### src/rtl/fifo_rr_scheduler.sv
// fifo_rr_scheduler
// Round-robin burst scheduler that shares one registered valid/ready output
// between N_CH show-ahead FIFOs. Each grant pops up to MAX_BURST words from
// one channel, tagging every word with its source channel. Arbitration costs
// one idle cycle between grants and restarts from the channel after the last
// one served, so a continuously busy channel waits at most N_CH-1 grants.

module fifo_rr_scheduler #(
  parameter int N_CH      = 4,
  parameter int WIDTH     = 8,
  parameter int MAX_BURST = 4
) (
  input  logic                    clk_i,
  input  logic                    rst_ni,
  input  logic [N_CH-1:0]         fifo_empty_i,
  input  logic [N_CH*WIDTH-1:0]   fifo_data_i,
  output logic [N_CH-1:0]         fifo_rd_en_o,
  output logic                    out_valid_o,
  input  logic                    out_ready_i,
  output logic [WIDTH-1:0]        out_data_o,
  output logic [$clog2(N_CH)-1:0] out_ch_o,
  output logic                    busy_o
);

  localparam int CH_W = $clog2(N_CH);
  localparam int BC_W = $clog2(MAX_BURST + 1);

  localparam logic [0:0] ST_IDLE  = 1'b0;
  localparam logic [0:0] ST_GRANT = 1'b1;

  localparam logic [BC_W-1:0] BURST_LAST = BC_W'(MAX_BURST - 1);

  // Channel index arithmetic with explicit wrap so that a non-power-of-two
  // channel count never relies on natural counter overflow.
  function automatic logic [CH_W-1:0] wrap_add(input logic [CH_W-1:0] base,
                                               input int offset);
    int sum;
    sum = int'(base) + offset;
    if (sum >= N_CH) begin
      return CH_W'(sum - N_CH);
    end else begin
      return CH_W'(sum);
    end
  endfunction

  logic [0:0]       state_r;
  logic [CH_W-1:0]  prio_ptr_r;
  logic [CH_W-1:0]  grant_r;
  logic [BC_W-1:0]  burst_cnt_r;

  logic             sel_valid_s;
  logic [CH_W-1:0]  sel_ch_s;
  logic [WIDTH-1:0] grant_data_s;
  logic             can_load_s;
  logic             grant_empty_s;
  logic             burst_last_s;
  logic             pop_s;
  logic             exit_s;
  logic [CH_W-1:0]  next_ptr_s;

  // Pick the first non-empty channel searching upward from prio_ptr with wrap.
  always_comb begin
    sel_valid_s = 1'b0;
    sel_ch_s    = '0;
    for (int i = 0; i < N_CH; i++) begin
      sel_ch_s    = (!sel_valid_s && !fifo_empty_i[wrap_add(prio_ptr_r, i)])
                    ? wrap_add(prio_ptr_r, i) : sel_ch_s;
      sel_valid_s = sel_valid_s | ~fifo_empty_i[wrap_add(prio_ptr_r, i)];
    end
  end

  // Select the granted channel's show-ahead word from the packed data bus.
  always_comb begin
    grant_data_s = '0;
    for (int k = 0; k < N_CH; k++) begin
      grant_data_s = (grant_r == CH_W'(k)) ? fifo_data_i[k*WIDTH +: WIDTH]
                                           : grant_data_s;
    end
  end

  // Pop / burst-exit decisions for the channel currently holding the grant.
  always_comb begin
    can_load_s    = ~out_valid_o | out_ready_i;
    grant_empty_s = fifo_empty_i[grant_r];
    pop_s         = (state_r == ST_GRANT) & can_load_s & ~grant_empty_s;
    burst_last_s  = (burst_cnt_r == BURST_LAST);
    exit_s        = (state_r == ST_GRANT) & ((pop_s & burst_last_s) | grant_empty_s);
    next_ptr_s    = wrap_add(grant_r, 32'sd1);
  end

  // Read enable is one-hot on the granted channel, only when a pop happens,
  // so an empty FIFO is never read.
  always_comb begin
    fifo_rd_en_o = '0;
    for (int k = 0; k < N_CH; k++) begin
      fifo_rd_en_o[k] = pop_s & (grant_r == CH_W'(k));
    end
  end

  assign busy_o = (state_r == ST_GRANT);

  // Arbitration FSM: one IDLE cycle to latch a grant, then a bounded burst.
  always_ff @(posedge clk_i or negedge rst_ni) begin
    if (!rst_ni) begin
      state_r     <= ST_IDLE;
      prio_ptr_r  <= '0;
      grant_r     <= '0;
      burst_cnt_r <= '0;
    end else begin
      case (state_r)
        ST_IDLE: begin
          if (sel_valid_s) begin
            grant_r     <= sel_ch_s;
            burst_cnt_r <= '0;
            state_r     <= ST_GRANT;
          end
        end
        ST_GRANT: begin
          if (pop_s) begin
            burst_cnt_r <= burst_cnt_r + BC_W'(1);
          end
          if (exit_s) begin
            state_r    <= ST_IDLE;
            prio_ptr_r <= next_ptr_s;
          end
        end
        default: begin
          state_r <= ST_IDLE;
        end
      endcase
    end
  end

  // Single-stage output register; refilled in the same cycle it is consumed.
  always_ff @(posedge clk_i or negedge rst_ni) begin
    if (!rst_ni) begin
      out_valid_o <= 1'b0;
      out_data_o  <= '0;
      out_ch_o    <= '0;
    end else if (pop_s) begin
      out_valid_o <= 1'b1;
      out_data_o  <= grant_data_s;
      out_ch_o    <= grant_r;
    end else if (out_valid_o & out_ready_i) begin
      out_valid_o <= 1'b0;
    end
  end

endmodule

### config.mk
export PLATFORM = sky130hd
export DESIGN_NAME = fifo_rr_scheduler
export DESIGN_NICKNAME = d
export VERILOG_FILES = /design/src/rtl/fifo_rr_scheduler.sv
export SDC_FILE = /design/constraint.sdc
export NUM_CORES = 1
export LEC_CHECK = 0
export BUFFER_PORTS_ARGS = -buffer_cell sky130_fd_sc_hd__buf_2
export CAP_MARGIN = 25
export CORE_MARGIN = 10
export CORE_UTILIZATION = 35
export CTS_CLUSTER_SIZE = 24
export DETAILED_ROUTE_END_ITERATION = 16
export MAX_ROUTING_LAYER = met4
export SLEW_MARGIN = 20
export SYNTH_ARGS = -nofsm -noshare
export SYNTH_HDL_FRONTEND = slang
export SYNTH_SLANG_ARGS = --single-unit
### constraint.sdc
create_clock -name clk_i -period 1.65 [get_ports clk_i]
set_input_delay 0.33 -clock clk_i [delete_from_list [all_inputs] [get_ports clk_i]]
set_output_delay 0.33 -clock clk_i [all_outputs]
set_load 0.05 [all_outputs]
; ---- Word level (Yosys, flattened, before mapping)
; Index checks and enable logic that the tools add are counted.
[totals]
latchBits = 0
in_bits = 39
memories = 0
romBits = 0
elab_cells = 98
ram_bits = 0
reg_bits = 19
[op_classes]
n_eq_ne = 6
n_lt_le_gt_ge = 10
bitwise_logic = 21
mul = 0
mux = 31
shift = 0
add_sub_neg = 10
reduce_logical = 13
div = 0
[ops]
columns = operator, n
row1 = $mux 8, 4
row2 = $mux 2, 9
row3 = $lt 2x3->1 const B, 5
row4 = $ge 3x3->1 const B, 4
row5 = $bmux 1 s2, 5
row6 = $sub 2x1->2 const B, 5
row7 = $and 1x1->1, 9
row8 = $mux 1, 9
row9 = $not 1->1, 7
row10 = $add 2x1->3 const B, 2
row11 = $add 2x2->3 const B, 2
row12 = $mux 3, 2
row13 = $pmux 3 s2, 1
row14 = $reduce_and 2->1, 3
row15 = $logic_not 1->1, 5
row16 = $or 1x1->1, 5
row17 = $eq 2x2->1 const B, 2
row18 = $add 3x1->3 const B, 1
row19 = $eq 3x2->1 const B, 1
row20 = $ge 2x3->1 const B, 1
row21 = $logic_and 1x1->1, 3
row22 = $eq 2x1->1 const B, 1
row23 = $logic_not 2->1, 1
row24 = $ne 2x1->1 const B, 1
row25 = other kinds (3), 3

; ---- Logic depth before layout (Yosys ltp)
; Gate-level depths: netlist (run 1).
[depth]
ltp_word = 11
depth_mapped = 8
depth_no_buf = 6

; ---- Worst setup path after synthesis (run 1)
; Ideal clock, no wire load.
[synth_path]
kind = reg-to-output
startpoint = register grant_r[0]
endpoint = output fifo_rd_en_o[0]
arrival_time_ps = 1929
stages_incl_launch_ff = 5
n_path_buf = 1
slack_ps = -609
path_cell_list = dfrtp_1 -> mux4_2 -> nand3b_4 -> buf_6 -> nor2_1
[synth_via]
elab_chain_cells = 5
[synth_rtl]
columns = element, line_no
row1 = "start, declared", 48  ; logic [CH_W-1:0] grant_r;
row2 = "start signal, assigned", 113  ; grant_r <= sel_ch_s;
row3 = $bmux 1 s2, 84  ; grant_empty_s = fifo_empty_i[grant_r];
row4 = $mux 1 (implied by the code), 84
row5 = $not 1->1, 85  ; pop_s = (state_r == ST_GRANT) & can_load_s & ~grant_empty_s;
row6 = $and 1x1->1, 85
row7 = $and 1x1->1 (*), 96  ; fifo_rd_en_o[k] = pop_s & (grant_r == CH_W'(k));
row8 = "end, declared", 17  ; output logic [N_CH-1:0] fifo_rd_en_o,
; Every way passes the cells marked *; elsewhere a longest branch is shown, timed or not. The select of a mux whose other input is x is not followed.

; ---- Final worst setup path (run 1)
[layout_path]
startpoint = register grant_r[0]
endpoint = output fifo_rd_en_o[1]
; Same word-level chain as after synthesis.

==> out/results.env, run 1 <==
OUTCOME='complete, but fails checks'
VIOLATIONS_IN_THE_FINAL_REPORTS='negative setup slack'
PERIOD_NEEDED_PS=2120
CP_TOP_FAMILY='multiplexers'
SETUP_REPAIR_AFTER_GLOBAL_ROUTING_MISSED_ITS_MARGIN='yes'
SYN_AREA_UM2=1220
FINALSETUPVIOLCOUNT=17
POSTROUTEWIRELENGTH_MM=3.61
SYNTH-EDFF-COUNT=0
PLACE_AREA_UM2=1630
CLK_TRANSITION_REPORTED_PATHS_PS=110
CRITPATHCAPTURETYPE='output port'
POWER_LEAKAGE_nW=0.858
IRDROPWORSTVDD_mV=0.979
CTS.SINK_COUNT=19
SHARE_OF_POST_ROUTE_CELLS_WITH_DRIVE_STRENGTH_ABOVE_1=0.461
POST-SYNTH-TOP-AREA-CELL='sky130_fd_sc_hd__dfrtp_1'
AVGSYNTHCELLAREA_UM2=8.95
POST-ROUTE-PERIOD-UTIL=1.28
POWER.DENSITY_CELL_AREA_nW_PER_UM2=2040
SYNTHMOSTINSTANTIATEDCELL='sky130_fd_sc_hd__nand2_1'
POSTSYNTHCELLCOUNT=136
ROUTE.DETAILED.DRC=0
POST-DP-HPWL_MM=3.00
DIE_WIDTH_UM=79.0
CTS-HTREE-LEVELS=1
HOLD_PATH.CLASS='in -> reg'
DIEAREA_UM2=6240
SYNTH.TOP_CELLS.BY_COUNT='sky130_fd_sc_hd__nand2_1 (21), sky130_fd_sc_hd__dfrtp_1 (19), sky130_fd_sc_hd__o21ai_0 (12)'
ANTENNA_VIOLATING_NETS_LEFT=0
IO_BUFFERS=54
GRT_FIRST_PASS_WIRELENGTH_MM=6.30
VIAS_PER_CELL=5.10
RELSLEWSLACK=0.719
FINAL_SETUP_TNS_PS=-5210
POST-ROUTE-CELL-AREA_UM2=1750
VIA_COUNT_OF_THE_FIRST_GLOBAL_ROUTING_PASS=1426
TIGHTEST_SLEW_PS=421
YS_SEQ_ELEMENTS=19
SYNTH.YOSYS.SEQ_AREA_SHARE=0.391
LAYOUT-AREA-OVERHEAD-VS-SYNTH_PCT=43.8
CP_SLOWEST_STAGE_DELAY_PS=530
GRT_ANTENNA_BEFORE_REPAIR=0
FINALHOLDWORSTSLACK_PS=329
LARGEST_NET_DEGREE_AT_THE_START_OF_GLOBAL_ROUTING=26
SYNTH_CELL_TYPES=28
CRITICAL_PATH_BUF_INV_COUNT=1
POSTLAYOUTCOREUTIL=0.525
TIMING.CRITICAL_PATH.REQUIRED_PS=1320
NUM_VIAS=1274
CRITPATHLAUNCHTYPE='flip-flop'
DRT_ITER0_MARKERS=26
WORST-PATH-MAX-FANOUT=5
YOSYS_MOST_USED_DFF='sky130_fd_sc_hd__dfrtp_1'
GLOBALROUTETOTALUTIL=0.124
DIEHEIGHT_UM=79.0
BOUNDARYPINS=55
CLK_PATH_BUF_DEPTH=2
WORST_SKEW_PAIR_LATENCY_PS=300
FINALMAXSLEWVIOLATIONS=0
CTS_TREE='done'
TIMING.CRITICAL_PATH.ARRIVAL_PS=1790
DRV.MAX_CAP_VIOLATION_COUNT=0
CRITICAL_PATH.SLOWEST_CELL='sky130_fd_sc_hd__mux4_2'
CTS-BUFFERS-INSERTED=3
WORST-SETUP-PATH-TYPE='reg -> out'
MINIMUM_SETUP_SLACK_AFTER_PLACEMENT_PS=-282
DETAIL_ROUTE.WL_PER_CELL_UM=14.4
NUMPLACEDINSTANCES=242
ROWS=21
SYNTH_ASYNC_SR_FLOP_SHARE=1.00
SYNTH_NETS=181
GRT-OVFL-TOTAL=0
SYNTH_TOP_AREA_SHARE=0.391
COREAREA_UM2=3340
FMAX_MHz=472
COUNT_OF_SYNTHESIS_STAGE_WARNINGS_FROM_YOSYS=0
GP_CONGESTION=0.779
FINAL_CELL_COUNT_NO_FILL=250
DRT_FIRST_PASS_ITERS=4
FLOORPLAN.INITIALDENSITY=0.365
WORSTPATHCELLLIST='mux4_2 > nand3b_4 > nor2_4 > buf_8'
P_TOTAL_mW=3.58
NUM_ANTENNA_CELLS=0
YOSYS-TOP-CELLS-AREA='sky130_fd_sc_hd__dfrtp_1 (39%), sky130_fd_sc_hd__nand2_1 (6.5%), sky130_fd_sc_hd__ha_1 (6.2%), sky130_fd_sc_hd__o21ai_2 (5.0%), sky130_fd_sc_hd__o21ai_0 (4.9%)'
CLOCKROOTBUFFER='sky130_fd_sc_hd__clkbuf_4'
POST-ROUTE-WORST-SETUP-SLACK_PS=-468
DESIGN.FINAL.NETS=250
REPORT.FINAL.HOLD_VIOL_COUNT=0
SKEW_PS=11.4
power breakdown:
part	total (mW)	internal, mW	switching, mW
logic	2.51	0.946	1.57
registers	0.834	0.678	0.156
clock network	0.233	0.0941	0.139
flip-flops by register name, summed over array words and instances, names as in the netlist:
| register | cells |
|---|---|
| out_data_o | 8 |
| busy_o | 1 |
| prio_ptr_r | 2 |
| out_valid_o | 1 |
| out_ch_o | 2 |
| burst_cnt_r | 3 |
| grant_r | 2 |
worst register-to-register path, cell delays in order (launching register included):
cell and delay [ps]:
sky130_fd_sc_hd__dfrtp_1 380, sky130_fd_sc_hd__mux4_2 530, sky130_fd_sc_hd__nand3b_4 270, sky130_fd_sc_hd__buf_4 190
sky130_fd_sc_hd__buf_6 110, sky130_fd_sc_hd__buf_6 170, sky130_fd_sc_hd__nand3_1 90, sky130_fd_sc_hd__o21ai_1 70
metal layers:
| layer | track usage | routed length (um) | vias up |
|---|---|---|---|
| li1 | - | - | 619 |
| met1 | 0.145 | 1630 | 582 |
| met2 | 0.206 | 1710 | 61 |
| met3 | 0.0236 | 195 | 12 |
| met4 | 0.0466 | 72 | 0 |
| met5 | - | 0 | - |
cell usage in the layout (no fill, tap or decap):
cell type and count:
sky130_fd_sc_hd__inv_1 8, sky130_fd_sc_hd__buf_6 4, sky130_fd_sc_hd__nand3b_4 1, sky130_fd_sc_hd__mux4_2 1, sky130_fd_sc_hd__clkbuf_4 3, sky130_fd_sc_hd__dlygate4sd3_1 1
sky130_fd_sc_hd__inv_2 1, sky130_fd_sc_hd__and2_1 1, sky130_fd_sc_hd__clkbuf_1 1, sky130_fd_sc_hd__mux2_2 1, sky130_fd_sc_hd__nand3_1 3, sky130_fd_sc_hd__ha_1 6
sky130_fd_sc_hd__a21oi_1 9, sky130_fd_sc_hd__mux2_1 2, sky130_fd_sc_hd__a41o_1 1, sky130_fd_sc_hd__clkinv_1 1, sky130_fd_sc_hd__a21boi_0 1, sky130_fd_sc_hd__dfrtp_1 19
sky130_fd_sc_hd__nand2b_1 3, sky130_fd_sc_hd__nor2_4 4, sky130_fd_sc_hd__o21ai_2 7, sky130_fd_sc_hd__buf_8 2, sky130_fd_sc_hd__a22oi_1 3, sky130_fd_sc_hd__o21ai_1 8
sky130_fd_sc_hd__a22oi_2 5, sky130_fd_sc_hd__a22o_1 1, sky130_fd_sc_hd__o221ai_1 1, sky130_fd_sc_hd__o2bb2ai_1 1, sky130_fd_sc_hd__buf_4 15, sky130_fd_sc_hd__buf_2 50
sky130_fd_sc_hd__o21a_1 8, sky130_fd_sc_hd__o21ai_0 11, sky130_fd_sc_hd__nand2_1 21
logic make-up after synthesis:
family	share of synthesized area
AO/OA/AOI/OAI	0.300
buffers and inverters	0.0750
AND/OR/NAND/NOR	0.126
multiplexers	0.0462
flip-flops	0.391
adder cells (fa/ha/maj)	0.0617
repair_timing:
action,in CTS,in global routing
endpoints found under the setup margin,19,19
gates resized for setup,13,6
hold endpoints to repair,19,0
setup buffers,2,1
hold buffers,1,0
worst paths after layout:
check                      cells after the start         endpoint  slack [ps]            start
min in group asynchronous                      2      out_valid_o         490           rst_ni
min                                            3    out_data_o[3]         330  fifo_data_i[27]
max in group asynchronous                      2    out_data_o[3]         850           rst_ni
max reg2reg                                    7   burst_cnt_r[0]        -270       grant_r[0]
min reg2reg                                    2    out_data_o[4]         490    out_data_o[4]
max                                            4  fifo_rd_en_o[1]        -470       grant_r[0]
layout make-up:
class,count,area [um2]
Inverter,10,37.5
Fill cell,339,1590
Multi-Input combinational cell,99,706
Timing Repair Buffer,72,448
Clock buffer,4,26.3
Sequential cell,19,475
Tap cell,46,57.6
(Power assumes the default switching activity.)
==> run 2: changes to the inputs <==
==> constraint.sdc (replaced) <==
create_clock -name clk_i -period 1.65 [get_ports clk_i]
set_input_delay 0.2475 -clock clk_i [delete_from_list [all_inputs] [get_ports clk_i]]
set_output_delay 0.2475 -clock clk_i [all_outputs]
set_load 0.05 [all_outputs]
==> out/results.env, run 2 (synthesized netlist as in run 1, its figures left out) <==
FINAL_SETUP_TNS_PS=-5330
IRDROPWORSTVDD_mV=0.840
CLK_TRANSITION_REPORTED_PATHS_PS=110
FLOORPLAN.INITIALDENSITY=0.365
CLK_PATH_BUF_DEPTH=2
GRT_ANTENNA_BEFORE_REPAIR=0
FMAX_MHz=501
REPORT.FINAL.HOLD_VIOL_COUNT=0
DRT_FIRST_PASS_ITERS=4
FINAL_CELL_COUNT_NO_FILL=252
LAYOUT-AREA-OVERHEAD-VS-SYNTH_PCT=45.3
COREAREA_UM2=3340
PERIOD_NEEDED_PS=2000
LARGEST_REG_FLOPS=8
LAYOUT_COMMONEST_CELL='sky130_fd_sc_hd__buf_2'
CP_SLOWEST_STAGE_DELAY_PS=520
CTS.SINK_COUNT=19
POWER.DENSITY_CELL_AREA_nW_PER_UM2=2050
CRITPATHLAUNCHTYPE='flip-flop'
POWER_LEAKAGE_nW=0.870
CRITICAL_PATH.SLOWEST_CELL='sky130_fd_sc_hd__mux4_2'
HOLD_PATH.CLASS='in -> reg'
TIMING.CRITICAL_PATH.REQUIRED_PS=1400
CTS-BUFFERS-INSERTED=3
R2R-START='grant_r[0]'
DIEHEIGHT_UM=79.0
VIOLATIONS_IN_THE_FINAL_REPORTS='negative setup slack'
LAYOUT.AREA.SEQ_UM2=475
DIE_WIDTH_UM=79.0
GP_CONGESTION=0.798
GRT_FIRST_PASS_WIRELENGTH_MM=6.02
DIEAREA_UM2=6240
SHARE_OF_POST_ROUTE_CELLS_WITH_DRIVE_STRENGTH_ABOVE_1=0.447
TIMING.CRITICAL_PATH.ARRIVAL_PS=1750
IO_BUFFERS=54
OUTCOME='complete, but fails checks'
POST-DP-HPWL_MM=2.96
DESIGN.FINAL.NETS=252
HOLD_END='out_data_o[4]'
DRV.MAX_CAP_VIOLATION_COUNT=0
CRITPATHCAPTURETYPE='output port'
NUM_ANTENNA_CELLS=0
CTS_TREE='done'
POSTLAYOUTCOREUTIL=0.530
ROUTE.DETAILED.DRC=0
FINALSETUPVIOLCOUNT=19
WORSTPATHCELLLIST='mux4_2 > nand3b_4 > nor2_4 > buf_8'
R2R-END='burst_cnt_r[2]'
POSTROUTEWIRELENGTH_MM=3.61
DETAIL_ROUTE.WL_PER_CELL_UM=14.3
TIMING.REG2REG.WORST_PATH_DEPTH=8
LARGEST_NET_DEGREE_AT_THE_START_OF_GLOBAL_ROUTING=26
RELSLEWSLACK=0.716
ROWS=21
VIA_COUNT_OF_THE_FIRST_GLOBAL_ROUTING_PASS=1382
TIMING.HOLD.WORST_PATH_DEPTH=3
LARGEST_REGISTERS='out_data_o x8, burst_cnt_r x3'
VIAS_PER_CELL=4.86
GLOBALROUTETOTALUTIL=0.119
CLOCKROOTBUFFER='sky130_fd_sc_hd__clkbuf_4'
FINALMAXSLEWVIOLATIONS=0
P_TOTAL_mW=3.62
DRT_ITER0_MARKERS=24
HOLD_START='fifo_data_i[28]'
POST-ROUTE-WORST-SETUP-SLACK_PS=-346
SETUP_REPAIR_AFTER_GLOBAL_ROUTING_MISSED_ITS_MARGIN='yes'
CTS-HTREE-LEVELS=1
MINIMUM_SETUP_SLACK_AFTER_PLACEMENT_PS=-128
TIGHTEST_SLEW_PS=426
LARGEST-REGISTER='out_data_o'
POST-ROUTE-PERIOD-UTIL=1.21
WORST-SETUP-PATH-TYPE='reg -> out'
R2R_SLACK_PS=-310
MOSTFREQUENTLAYOUTCELLS='sky130_fd_sc_hd__buf_2 (50), sky130_fd_sc_hd__nand2_1 (21), sky130_fd_sc_hd__dfrtp_1 (19)'
NUM_VIAS=1224
GRT-OVFL-TOTAL=0
WORST-PATH-MAX-FANOUT=5
WORST_SKEW_PAIR_LATENCY_PS=300
SKEW_PS=4.76
FILLCELL_TOTAL=342
NUMPLACEDINSTANCES=242
MULTI_INPUT_COMB_AREA_UM2=693
BOUNDARYPINS=55
ANTENNA_VIOLATING_NETS_LEFT=0
## run 2: worst max-delay path: cells and delay by family (launching register included)
kind | cells | cell delay (ps)
muxes | 1 | 520
and+or+nand+nor | 2 | 400
DFF | 1 | 380
buffers and inverters | 1 | 150
## run 2: routing by layer
metal | track usage | share of wire
met5 | - | 0
met2 | 0.199 | 0.47
met4 | 0.0430 | 0.012
met1 | 0.131 | 0.45
met3 | 0.0360 | 0.063
## run 2: where the power goes
| group | switching (mW) | leakage [nW] | internal (mW) |
|---|---|---|---|
| Clock | 0.149 | 0.0150 | 0.0942 |
| Combinational | 1.56 | 0.617 | 0.985 |
| Sequential | 0.156 | 0.239 | 0.677 |
| Total | 1.86 | 0.870 | 1.76 |
## run 2: per-stage QoR
stage / area [um2] / hold WS, ps
4_1_cts: 1730 / 238
2_1_floorplan: 1250 / -48.1
3_3_place_gp: 1630 / 206
3_5_place_dp: 1630 / 212
6_report: 1770 / 239
5_1_grt: 1770 / 255
## run 2: worst max-delay path by stage
| stage | from | endpoint | cells past startpoint |
|---|---|---|---|
| 2_1_floorplan | grant_r[0] | fifo_rd_en_o[0] | 4 |
| 3_3_place_gp | grant_r[0] | fifo_rd_en_o[2] | 4 |
| 3_5_place_dp | grant_r[0] | fifo_rd_en_o[1] | 4 |
| 4_1_cts | grant_r[0] | fifo_rd_en_o[2] | 4 |
| 5_1_grt | grant_r[0] | fifo_rd_en_o[0] | 4 |
| 6_report | grant_r[0] | fifo_rd_en_o[2] | 4 |
## run 2: final cells by class
type                       count  share of cell area
tap                           46              0.0325
sequential                    19               0.269
timing repair buffer          74               0.271
multi-input combinational     99               0.392
clock buffer                   4              0.0149
inverter                      10              0.0212
## run 2: timing repair
item,4_1_cts,5_1_grt
hold buffers,1,0
pin swaps,1,1
buffers inserted,4,1
endpoints found under the setup margin,17,19
endpoints found under the hold margin,19,0
resized for setup,11,8
==> run 3: changes to the inputs <==
--- a/config.mk
+++ b/config.mk
@@ -12,6 +12,7 @@
 export CTS_CLUSTER_SIZE = 24
 export DETAILED_ROUTE_END_ITERATION = 16
 export MAX_ROUTING_LAYER = met4
+export RECOVER_POWER = 50
 export SLEW_MARGIN = 20
 export SYNTH_ARGS = -nofsm -noshare
 export SYNTH_HDL_FRONTEND = slang
==> out/results.env, run 3 (synthesized netlist as in run 1, its figures left out) <==
OUTCOME='complete, but fails checks'
VIOLATIONS_IN_THE_FINAL_REPORTS='negative setup slack'
LAYOUT-AREA-OVERHEAD-VS-SYNTH_PCT=45.2
GP_CONGESTION=0.798
CRITPATHCAPTURETYPE='output port'
MOSTFREQUENTLAYOUTCELLS='sky130_fd_sc_hd__buf_2 (49), sky130_fd_sc_hd__nand2_1 (21), sky130_fd_sc_hd__dfrtp_1 (19)'
DIE_WIDTH_UM=79.0
COREAREA_UM2=3340
ANTENNA_VIOLATING_NETS_LEFT=0
HOLD_START='fifo_data_i[28]'
WORST-PATH-MAX-FANOUT=5
NUM_VIAS=1224
CLOCKROOTBUFFER='sky130_fd_sc_hd__clkbuf_4'
ROUTE.DETAILED.DRC=0
DESIGN.FINAL.NETS=252
CTS.SINK_COUNT=19
LARGEST-REGISTER='out_data_o'
VIA_COUNT_OF_THE_FIRST_GLOBAL_ROUTING_PASS=1382
CTS-BUFFERS-INSERTED=3
FMAX_MHz=501
REPORT.FINAL.HOLD_VIOL_COUNT=0
CTS-HTREE-LEVELS=1
RELSLEWSLACK=0.320
ROWS=21
LAYOUT_COMMONEST_CELL='sky130_fd_sc_hd__buf_2'
TIMING.CRITICAL_PATH.ARRIVAL_PS=1750
SETUP_REPAIR_AFTER_GLOBAL_ROUTING_MISSED_ITS_MARGIN='yes'
CLK_PATH_BUF_DEPTH=2
CRITPATHLAUNCHTYPE='flip-flop'
GRT-OVFL-TOTAL=0
POST-ROUTE-WORST-SETUP-SLACK_PS=-346
CLK_TRANSITION_REPORTED_PATHS_PS=110
FINALMAXSLEWVIOLATIONS=0
POST-ROUTE-CELL-AREA_UM2=1770
SKEW_PS=4.76
DRV.MAX_CAP_VIOLATION_COUNT=0
FINALSETUPVIOLCOUNT=19
IO_BUFFERS=54
GLOBALROUTETOTALUTIL=0.119
POSTROUTEWIRELENGTH_MM=3.61
NUMPLACEDINSTANCES=242
WORST-SETUP-PATH-TYPE='reg -> out'
POWER_LEAKAGE_nW=0.868
DRT_FIRST_PASS_ITERS=4
LARGEST_NET_DEGREE_AT_THE_START_OF_GLOBAL_ROUTING=26
NUM_ANTENNA_CELLS=0
VIAS_PER_CELL=4.86
GRT_FIRST_PASS_WIRELENGTH_MM=6.02
DETAIL_ROUTE.WL_PER_CELL_UM=14.3
DRT_ITER0_MARKERS=24
PLACE_AREA_UM2=1630
TIMING.CRITICAL_PATH.REQUIRED_PS=1400
HOLD_PATH.CLASS='in -> reg'
CTS_TREE='done'
TIGHTEST_SLEW_PS=1020
POST-ROUTE-PERIOD-UTIL=1.21
FINAL_CELL_COUNT_NO_FILL=252
TIMING.CRITICAL_PATH.FROM='grant_r[0]'
DIEHEIGHT_UM=79.0
DIEAREA_UM2=6240
SHARE_OF_POST_ROUTE_CELLS_WITH_DRIVE_STRENGTH_ABOVE_1=0.442
POST-DP-HPWL_MM=2.96
R2R-START='grant_r[0]'
LARGEST_REGISTERS='out_data_o x8, burst_cnt_r x3'
POWER.DENSITY_CELL_AREA_nW_PER_UM2=2050
GRT_ANTENNA_BEFORE_REPAIR=0
BOUNDARYPINS=55
LARGEST_REG_FLOPS=8
WORST_SKEW_PAIR_LATENCY_PS=300
FLOORPLAN.INITIALDENSITY=0.365
PERIOD_NEEDED_PS=2000
IRDROPWORSTVDD_mV=0.840
-- run 3: cell types whose count changed in the layout (fill, tap and decap cells not counted) --
cell / previous run / this run
sky130_fd_sc_hd__clkbuf_1: 1 / 2
sky130_fd_sc_hd__buf_2: 50 / 49
-- run 3: cell type report --
type                            instances  area, um2
Inverter                               10       37.5
Tap cell                               46       57.6
Multi-Input combinational cell         99        693
Timing Repair Buffer                   74        478
Clock buffer                            4       26.3
Fill cell                             343       1570
Sequential cell                        19        475
-- run 3: per-stage QoR --
stage | total power, mW | util | hold slack [ps] | setup TNS [ps] | worst slack (ps)
global placement | 3.11 | 0.487 | 206 | -1050 | -103
detailed placement | 3.18 | 0.487 | 212 | -1470 | -128
finish | 3.62 | 0.530 | 239 | -5330 | -346
floorplan | 2.58 | - | -48.1 | -627 | -157
CTS | 3.56 | 0.518 | 238 | -4530 | -369
global route | 3.91 | 0.530 | 255 | -6600 | -407
-- run 3: critical path, cell delays in order (launching register included) --
cell,delay [ps]
sky130_fd_sc_hd__dfrtp_1,380
sky130_fd_sc_hd__mux4_2,520
sky130_fd_sc_hd__nand3b_4,260
sky130_fd_sc_hd__nor2_4,140
sky130_fd_sc_hd__buf_8,150
-- run 3: worst paths after layout --
path                              endpoint  slack, ps  depth (start not counted)
setup / recovery           fifo_rd_en_o[2]       -350                          4
hold / removal               out_data_o[4]        240                          3
setup reg to reg            burst_cnt_r[2]       -310                          8
hold reg to reg              out_data_o[4]        490                          2
max in group asynchronous    out_data_o[5]        410                          2
min in group asynchronous           busy_o        620                          2
-- run 3: power breakdown --
part | leakage [nW] | internal (mW) | switching (mW)
Combinational | 0.614 | 0.984 | 1.56
Sequential | 0.239 | 0.677 | 0.156
Clock | 0.0150 | 0.0942 | 0.149
-- run 3: timing repair --
item | CTS | global route
hold endpoints to repair | 19 | 0
hold buffers | 1 | 0
endpoints found under the setup margin | 17 | 19
pin swaps | 1 | 1
buffers inserted | 4 | 1
gates resized for setup | 11 | 8
-- run 3: routing by layer --
layer / GRT usage / up-vias / wire length, um
met5: - / - / 0
met4: 0.0430 / 0 / 42
met3: 0.0360 / 4 / 227
met2: 0.199 / 42 / 1710
met1: 0.131 / 552 / 1630
li1: - / 626 / -
